**config.mk**
```make
export PLATFORM = sky130hd
export DESIGN_NAME = clock_time_counter
export DESIGN_NICKNAME = d
export VERILOG_FILES = /design/src/rtl/clock_time_counter_pkg.sv /design/src/rtl/clock_time_counter_bcd_mod_counter.sv /design/src/rtl/clock_time_counter.sv
export SDC_FILE = /design/constraint.sdc
export NUM_CORES = 1
export LEC_CHECK = 0
export ABC_AREA = 0
export CAP_MARGIN = 10
export CORE_ASPECT_RATIO = 0.7
export CORE_MARGIN = 4
export CORE_UTILIZATION = 45
export DETAILED_ROUTE_END_ITERATION = 8
export GPL_ROUTABILITY_DRIVEN = 0
export PLACE_DENSITY = 0.76
export SLEW_MARGIN = 40
export SYNTH_ARGS = -nofsm -noshare
export SYNTH_HDL_FRONTEND = slang
export SYNTH_HIERARCHICAL = 1
export SYNTH_SLANG_ARGS = --single-unit
```
**constraint.sdc**
```tcl
create_clock -name _1KHz -period 4.34 [get_ports _1KHz]
set_clock_uncertainty 0.1 [all_clocks]
set_input_delay 0.434 -clock _1KHz [delete_from_list [all_inputs] [get_ports _1KHz]]
set_output_delay 0.434 -clock _1KHz [all_outputs]
set_load 0.05 [all_outputs]
```
**src/rtl/clock_time_counter_pkg.sv**
```systemverilog
// Shared BCD constants, the packed time-of-day type and BCD digit helpers.
// Combinational definitions only; no latency, no backpressure.
package clock_time_counter_pkg;

    localparam logic [7:0] BCD_ZERO      = 8'h00;
    localparam logic [7:0] SEC_MAX       = 8'h59;
    localparam logic [7:0] MIN_MAX       = 8'h59;
    localparam logic [7:0] HOUR_MAX      = 8'h23;
    localparam logic [3:0] BCD_DIGIT_MAX = 4'h9;

    typedef struct packed {
        logic [7:0] hour;
        logic [7:0] minute;
        logic [7:0] second;
    } bcd_time_t;

    function automatic logic bcd_digits_ok(input logic [7:0] v);
        return (v[7:4] <= BCD_DIGIT_MAX) && (v[3:0] <= BCD_DIGIT_MAX);
    endfunction

    // Successor of a BCD pair modulo (max + 1); max itself must be valid BCD.
    function automatic logic [7:0] bcd_next(input logic [7:0] v, input logic [7:0] max);
        if (v == max)
            return BCD_ZERO;
        else if (v[3:0] == BCD_DIGIT_MAX)
            return {v[7:4] + 4'd1, 4'd0};
        else
            return {v[7:4], v[3:0] + 4'd1};
    endfunction

endpackage

```
**src/rtl/clock_time_counter_bcd_mod_counter.sv**
```systemverilog
// Two-digit BCD counter modulo MAX+1 with synchronous load and wrap carry.
// Latency 1 cycle from en/load to q; carry is combinational (en & q==MAX).
// No backpressure: en and load are single-cycle strobes, load wins over en.
module bcd_mod_counter
    import clock_time_counter_pkg::*;
#(
    parameter logic [7:0] MAX = SEC_MAX
) (
    input  logic       clk,
    input  logic       rst_n,
    input  logic       en,
    input  logic       load,
    input  logic [7:0] load_val,
    output logic [7:0] q,
    output logic       carry
);

    always_ff @(posedge clk) begin
        if (!rst_n)
            q <= BCD_ZERO;
        else if (load)
            q <= load_val;
        else if (en)
            q <= bcd_next(q, MAX);
    end

    assign carry = en & (q == MAX);

endmodule

```
**src/rtl/clock_time_counter.sv**
```systemverilog
// BCD hour/minute/second time-of-day counter with adjust and validated load.
// Latency 1 cycle from Tick/Load to Hour/Minute/Second, Day_Carry, Load_Err.
// No backpressure: Tick and Load are single-cycle strobes, always consumed.
module clock_time_counter #(
    parameter logic [7:0] HOUR_MAX = clock_time_counter_pkg::HOUR_MAX,
    parameter logic [7:0] SEC_MAX  = clock_time_counter_pkg::SEC_MAX
) (
    input  logic       _1KHz,
    input  logic       nCR,
    input  logic       Tick,
    input  logic       Adj_Min,
    input  logic       Adj_Hour,
    input  logic       Load,
    input  logic [7:0] Set_Hour,
    input  logic [7:0] Set_Min,
    output logic [7:0] Hour,
    output logic [7:0] Minute,
    output logic [7:0] Second,
    output logic       Day_Carry,
    output logic       Load_Err
);

    import clock_time_counter_pkg::BCD_ZERO;
    import clock_time_counter_pkg::bcd_time_t;
    import clock_time_counter_pkg::bcd_digits_ok;

    bcd_time_t now;
    logic      set_ok;
    logic      load_acc;
    logic      load_rej;
    logic      tick_run;
    logic      sec_carry;
    logic      min_en;
    logic      min_carry;
    logic      hour_en;
    logic      hour_carry;
    logic      day_wrap;

    always_comb begin
        set_ok = bcd_digits_ok(Set_Hour) && bcd_digits_ok(Set_Min) &&
                 (Set_Min <= SEC_MAX) && (Set_Hour <= HOUR_MAX);
    end

    assign load_acc = Load & set_ok;
    assign load_rej = Load & ~set_ok;
    // An accepted load swallows the coincident tick; a rejected one does not.
    assign tick_run = Tick & ~load_acc;

    // Adjust takes the tick directly and cuts the ripple carry from below.
    assign min_en   = Adj_Min  ? tick_run : sec_carry;
    assign hour_en  = Adj_Hour ? tick_run : (min_carry & ~Adj_Min);
    assign day_wrap = hour_carry & ~Adj_Hour;

    bcd_mod_counter #(.MAX(SEC_MAX)) u_sec (
        .clk      (_1KHz),
        .rst_n    (nCR),
        .en       (tick_run),
        .load     (load_acc),
        .load_val (BCD_ZERO),
        .q        (now.second),
        .carry    (sec_carry)
    );

    bcd_mod_counter #(.MAX(SEC_MAX)) u_min (
        .clk      (_1KHz),
        .rst_n    (nCR),
        .en       (min_en),
        .load     (load_acc),
        .load_val (Set_Min),
        .q        (now.minute),
        .carry    (min_carry)
    );

    bcd_mod_counter #(.MAX(HOUR_MAX)) u_hour (
        .clk      (_1KHz),
        .rst_n    (nCR),
        .en       (hour_en),
        .load     (load_acc),
        .load_val (Set_Hour),
        .q        (now.hour),
        .carry    (hour_carry)
    );

    // A rejected load at midnight still wraps the time, but only the error
    // is flagged so the two pulses stay mutually exclusive.
    always_ff @(posedge _1KHz) begin
        if (!nCR) begin
            Day_Carry <= 1'b0;
            Load_Err  <= 1'b0;
        end else begin
            Day_Carry <= day_wrap & ~load_rej;
            Load_Err  <= load_rej;
        end
    end

    assign Hour   = now.hour;
    assign Minute = now.minute;
    assign Second = now.second;

endmodule

```
Word-level counts from Yosys, hierarchy flattened
Cells that the tools add are included.
{"block": "word_totals", "regBits": 26, "input_bits": 22}
{"block": "classes", "add_sub_neg": 6, "n_lt_le_gt_ge": 6, "n_eq_ne": 6, "muxes": 12, "n_bitwise": 15, "reduce_logical": 14}
{"cell": "2-to-1 mux 8 bit", "count": 10}
{"cell": "adder 4 x 1 -> 4 bit, second input constant", "count": 6}
{"cell": "== test 8 x 7 -> 1 bit, second input constant", "count": 2}
{"cell": "<= comparator 4 bit, second input constant", "count": 4}
{"cell": "== test 4 bit, second input constant", "count": 3}
{"cell": "AND 1 bit", "count": 9}
{"cell": "== test 8 x 6 -> 1 bit, second input constant", "count": 1}
{"cell": "<= comparator 8 x 6 -> 1 bit, second input constant", "count": 1}
{"cell": "<= comparator 8 x 7 -> 1 bit, second input constant", "count": 1}
{"cell": "inverter 1 bit", "count": 6}
{"cell": "AND reduction 2 bit", "count": 3}
{"cell": "nonzero test 2 bit", "count": 3}
{"cell": "nonzero test 3 bit", "count": 2}
{"cell": "logical AND 1 bit", "count": 5}
{"cell": "2-to-1 mux 1 bit", "count": 2}
{"cell": "OR reduction 2 bit", "count": 1}

Longest topological paths before layout
{"block": "logic_depth", "word_depth": 16, "mapped_depth": 17, "mapped_depth_nobuf": 16}

By module
The synthesis kept the hierarchy.
{"mod": "bcd_mod_counter at u_min ...", "instances": 2, "cells_each": 59, "area_per_inst_um2": 505.5}
{"mod": "bcd_mod_counter at u_hour", "instances": 1, "cells_each": 60, "area_per_inst_um2": 549.3}
{"mod": "clock_time_counter", "instances": 1, "cells_each": 24, "area_per_inst_um2": 186.4}

Worst setup path before layout
Ideal clock, no wire load.
{"block": "synth_path", "path_kind": "input to register", "start": "input port Set_Hour[2]", "end": "register Day_Carry", "t_arrival_ns": 3.197, "required_time_ns": 4.170, "setup_slack_ns": 0.973, "cell_stages": 17, "path_buffers": 1, "path_cell_list": "a21o_2 -> a222oi_1 -> a31oi_1 -> nand4b_1 -> nor3_1 -> mux2i_1 -> a21oi_1 -> nand4b_1 -> nor3_1 -> nor3b_1 -> a21oi_1 -> a31oi_1 -> buf_2 -> and3_2 -> nand3b_1 -> nor3b_1 -> o2bb2ai_1"}
{"block": "synth_between", "elab_chain_cells": 16, "elab_cells_between_ends": 20, "classes_between": "order compare (2); mux (2); bitwise (12); reduce/logical (4)"}
{"element": "start: declaration", "line": "clock_time_counter.sv:14", "source": "input logic [7:0] Set_Hour,"}
{"element": "<= comparator 4 bit", "line": "clock_time_counter_pkg.sv:18", "source": "return (v[7:4] <= BCD_DIGIT_MAX) && (v[3:0] <= BCD_DIGIT_MAX);"}
{"element": "logical AND 1 bit", "line": "clock_time_counter_pkg.sv:18"}
{"element": "logical AND 1 bit (2 in a row)", "line": "clock_time_counter.sv:40", "source": "set_ok = bcd_digits_ok(Set_Hour) && bcd_digits_ok(Set_Min) &&"}
{"element": "logical AND 1 bit *", "line": "clock_time_counter.sv:41", "source": "(Set_Min <= SEC_MAX) && (Set_Hour <= HOUR_MAX);"}
{"element": "AND 1 bit *", "line": "clock_time_counter.sv:44", "source": "assign load_acc = Load & set_ok;"}
{"element": "inverter 1 bit *", "line": "clock_time_counter.sv:47", "source": "assign tick_run = Tick & ~load_acc;"}
{"element": "AND 1 bit *", "line": "clock_time_counter.sv:47"}
{"element": "net tick_run", "line": "clock_time_counter.sv:31", "source": "logic tick_run;"}
{"element": "[1 not listed]"}
{"element": "net sec_carry", "line": "clock_time_counter.sv:32", "source": "logic sec_carry;"}
{"element": "[1 not listed]"}
{"element": "net min_en", "line": "clock_time_counter.sv:33", "source": "logic min_en;"}
{"element": "[1 not listed]"}
{"element": "net min_carry", "line": "clock_time_counter.sv:34", "source": "logic min_carry;"}
{"element": "AND 1 bit *", "line": "clock_time_counter.sv:51", "source": "assign hour_en = Adj_Hour ? tick_run : (min_carry & ~Adj_Min);"}
{"element": "2-to-1 mux 1 bit *", "line": "clock_time_counter.sv:51"}
{"element": "net hour_en", "line": "clock_time_counter.sv:35", "source": "logic hour_en;"}
{"element": "AND 1 bit *", "line": "clock_time_counter_bcd_mod_counter.sv:27", "source": "assign carry = en & (q == MAX);"}
{"element": "net hour_carry", "line": "clock_time_counter.sv:36", "source": "logic hour_carry;"}
{"element": "AND 1 bit *", "line": "clock_time_counter.sv:52", "source": "assign day_wrap = hour_carry & ~Adj_Hour;"}
{"element": "AND 1 bit *", "line": "clock_time_counter.sv:91", "source": "Day_Carry <= day_wrap & ~load_rej;"}
{"element": "end signal: assignment", "line": "clock_time_counter.sv:91"}
{"element": "end: declaration", "line": "clock_time_counter.sv:19", "source": "output logic Day_Carry,"}
Mark *: on every way through the listed nets, which the timed path passes. The rest lies on a longest branch.
A chain may end at the register's enable or synchronous reset.

Worst setup path in the final report
{"block": "layout_path", "start": "input port Set_Min[7]", "end": "register u_hour.q[3]"}
{"block": "layout_between", "elab_chain_cells": 14, "elab_cells_between_ends": 16, "classes_between": "order compare (2); mux (3); bitwise (6); reduce/logical (5)"}
{"element": "start: declaration", "line": "clock_time_counter.sv:15", "source": "input logic [7:0] Set_Min,"}
{"element": "<= comparator 4 bit", "line": "clock_time_counter_pkg.sv:18"}
{"element": "logical AND 1 bit", "line": "clock_time_counter_pkg.sv:18"}
{"element": "logical AND 1 bit", "line": "clock_time_counter.sv:40"}
{"element": "logical AND 1 bit *", "line": "clock_time_counter.sv:40"}
{"element": "logical AND 1 bit *", "line": "clock_time_counter.sv:41"}
{"element": "AND 1 bit *", "line": "clock_time_counter.sv:44"}
{"element": "inverter 1 bit *", "line": "clock_time_counter.sv:47"}
{"element": "AND 1 bit *", "line": "clock_time_counter.sv:47"}
{"element": "net tick_run", "line": "clock_time_counter.sv:31"}
{"element": "[1 not listed]"}
{"element": "net sec_carry", "line": "clock_time_counter.sv:32"}
{"element": "2-to-1 mux 1 bit *", "line": "clock_time_counter.sv:50", "source": "assign min_en = Adj_Min ? tick_run : sec_carry;"}
{"element": "net min_en", "line": "clock_time_counter.sv:33"}
{"element": "AND 1 bit *", "line": "clock_time_counter_bcd_mod_counter.sv:27"}
{"element": "net min_carry", "line": "clock_time_counter.sv:34"}
{"element": "AND 1 bit *", "line": "clock_time_counter.sv:51"}
{"element": "2-to-1 mux 1 bit *", "line": "clock_time_counter.sv:51"}
{"element": "net hour_en", "line": "clock_time_counter.sv:35"}
{"element": "nonzero test 2 bit (no line) *"}
{"element": "end signal: assignment", "line": "clock_time_counter_bcd_mod_counter.sv:22", "source": "q <= load_val;"}
{"element": "end signal: assignment", "line": "clock_time_counter_bcd_mod_counter.sv:24", "source": "q <= bcd_next(q, MAX);"}
{"element": "end: declaration", "line": "clock_time_counter_bcd_mod_counter.sv:14", "source": "output logic [7:0] q,"}
Marks and branches as above.

==> metrics <==
GRT overflow 0; Seq. cell area 520 sq um; Setup crit start Set_Min[7]; share of cells above drive strength 1 0.0618; final hold slack 0.475 ns; Post-synth EDFFs 0; setup TNS 0 ns; Seq pwr share 0.525; fin cells 309; CTS buffer count 3; die area 4960 sq um; Net Sw Power 0.132 mW; Layout Nets 295; hold bufs inserted after CTS 0; final core utilization 0.641; most common cell in the synthesized netlist dfxtp_1; die height 60.1 um; area fraction of the dominant cell type after synthesis 0.298; average size of a mapped cell 8.65 sq um; cell count after synthesis 202; post-synth top area cell dfxtp_1; Slew @ Worst Pin 0.547 ns; num rows 18; # port buffers 47; Die Wd 82.5 um; TritonRoute pass-1 iters 4; CP max stage delay 0.54 ns; Post-synth ARST share 0; Placed Instances 306; io pins 48; H-tree levels 1; Tcrit/Tclk final 0.891; total wire length 4.33 mm; Worst path top cell family by delay simple AND/OR/NAND/NOR gates; total track usage 0.186; Critical Path AT 3.98 ns; post-cts sizing count 0; multi-input logic area 1150 sq um; switching share of power 0.273; unrepaired setup endpoints after global routing no; min-delay src u_min/q[7]$_SDFFE_PN0P_; Setup-failing EPs final 0; CTS tree done; status finished, final reports clean; Max Cap Viol 0; Buffers & Inverters on Critical Path 2; DRT antenna net count 0; CTS Buffer Depth 2; setup bufs post-CTS 0; hpwl dp 3.29 mm; Fin. Hold Viols 0; antenna fix cells 0; most frequent CP cell nor3_1; Crit. End Element flop; CP startpoint kind input pin; average wire per standard cell 14.0 um; HP Class reg -> reg; internal power 0.350 mW; r2r startpoint u_sec/q[0]$_SDFFE_PN0P_; CP max FO 6; Starting Density 0.482; vias in the first global route 1492; Slew Viols, Final 0; synthesized area 1750 sq um; vias post-DR 1686; f_max 258 MHz; largest net degree at the start of global routing 27; # DRC 0; clock-pin slew on the worst setup and hold paths 0.08 ns; Leak 0.972 nW; top post-synthesis cells by area dfxtp_1, ha_1, o211a_1; VDD IR-drop max 143 uV; first-pass GRT wire length 7.16 mm; initial DRC count 121; root buffer cell clkbuf_8; distinct cell type count after synthesis 44; register bit total from synthesis 26; Crit-path slowest cell clkdlybuf4s50_1; power per cell area 207 nW/um^2; Via density 5.46; Fillers 324; Clk network pwr share 0.278; Sink Count 26; Seq/Total Area, Yosys 0.298; initial antenna violation count 0; core area 3630 sq um; top post-synthesis cells by count dfxtp_1, a21oi_1, inv_1, nor2_1; clk_lat worst skew 0.27 ns; slew margin rel. 0.635; Synth Flop Type dfxtp_1; CP Cell Sequence clkdlybuf4s50_1 > nor3_1 > nor2b_1 > a31oi_1 > nand4b_1 > nor3_1 > mux2i_1 > a21oi_1 > nand4b_1 > nor3_1 > nor3b_1 > a21oi_1 > a31oi_1 > buf_4 > nand2_1 > o31ai_1 > and2_1; combinational share of power 0.197; Ys Warns 6; synthesis-to-layout area growth 33.2%; Worst Path Required 4.45 ns; Crit Path Category in -> reg; minimum clock period 3.87 ns
power groups by stage:
stage / registers, mW / clock network (mW) / logic (mW)
after CTS: 0.253 / 0.140 / 0.0951
after global routing: 0.254 / 0.149 / 0.103
after floorplan: 0.276 / 0 / 0.0293
after global placement: 0.258 / 0 / 0.0950
final: 0.253 / 0.134 / 0.0949
after detailed placement: 0.258 / 0 / 0.0948
layout by cell type (no fill, tap or decap), types with 3 or more instances in the layout:
master,Yosys,final
o31ai_1,3,3
o211a_1,9,9
nor3_1,4,4
nor3b_1,10,10
o22ai_1,8,8
o21ai_0,12,12
buf_4,0,5
inv_1,13,13
conb_1,1,8
and2_1,11,11
xnor2_1,5,5
nand3_1,7,7
nand2_1,10,10
dfxtp_1,26,26
ha_1,12,12
clkdlybuf4s50_1,0,46
nand3b_1,3,3
xor2_1,5,5
clkbuf_8,0,3
a21oi_1,16,16
nor2_1,13,13
final cells by class:
type / count / share of cell area
clock buffers: 3 / 0.0178
inverters: 13 / 0.0210
flip-flops and latches: 26 / 0.224
repair buffers: 52 / 0.216
well taps: 50 / 0.0269
multi-input cells: 165 / 0.494
cell families after synthesis:
logic type	Yosys count	share of synthesized area
simple gates	68	0.229
mux	1	0.00573
flops	26	0.298
compound gates	66	0.271
other cells	1	0.00215
buf+inv	18	0.0587
fa+ha+maj	12	0.0860
xor+xnor	10	0.0501
stage by stage:
| step | total power [mW] | cell area [sq um] | setup WS [ns] |
|---|---|---|---|
| floorplan | 0.306 | 1770 | 0.973 |
| global placement | 0.353 | 2290 | 0.378 |
| detailed placement | 0.353 | 2290 | 0.318 |
| CTS | 0.488 | 2330 | 0.553 |
| global route | 0.506 | 2330 | 0.137 |
| finish | 0.481 | 2330 | 0.471 |
metal layers:
layer,vias to the layer above,GRT usage,part of all wire
li1,861,-,-
met1,777,0.286,0.54
met2,46,0.258,0.40
met3,2,0.0422,0.050
met4,0,0.0355,0.0037
met5,-,0,0
final timing paths:
| check | slack [ns] | cells past startpoint | endpoint |
|---|---|---|---|
| worst max-delay path | 0.47 | 17 | u_hour/q[3]$_SDFFE_PN0P_ |
| worst min-delay path | 0.47 | 1 | u_min/q[7]$_SDFFE_PN0P_ |
| worst max register to register | 1.02 | 14 | u_hour/q[3]$_SDFFE_PN0P_ |
| worst min register to register | 0.47 | 1 | u_min/q[7]$_SDFFE_PN0P_ |
state kept, by name (all words and copies together), names as in the netlist:
register and flops:
Load_Err 1, u_sec/q 8, u_hour/q 8, Day_Carry 1
u_min/q 8
Power figures use the tool's default switching activity.
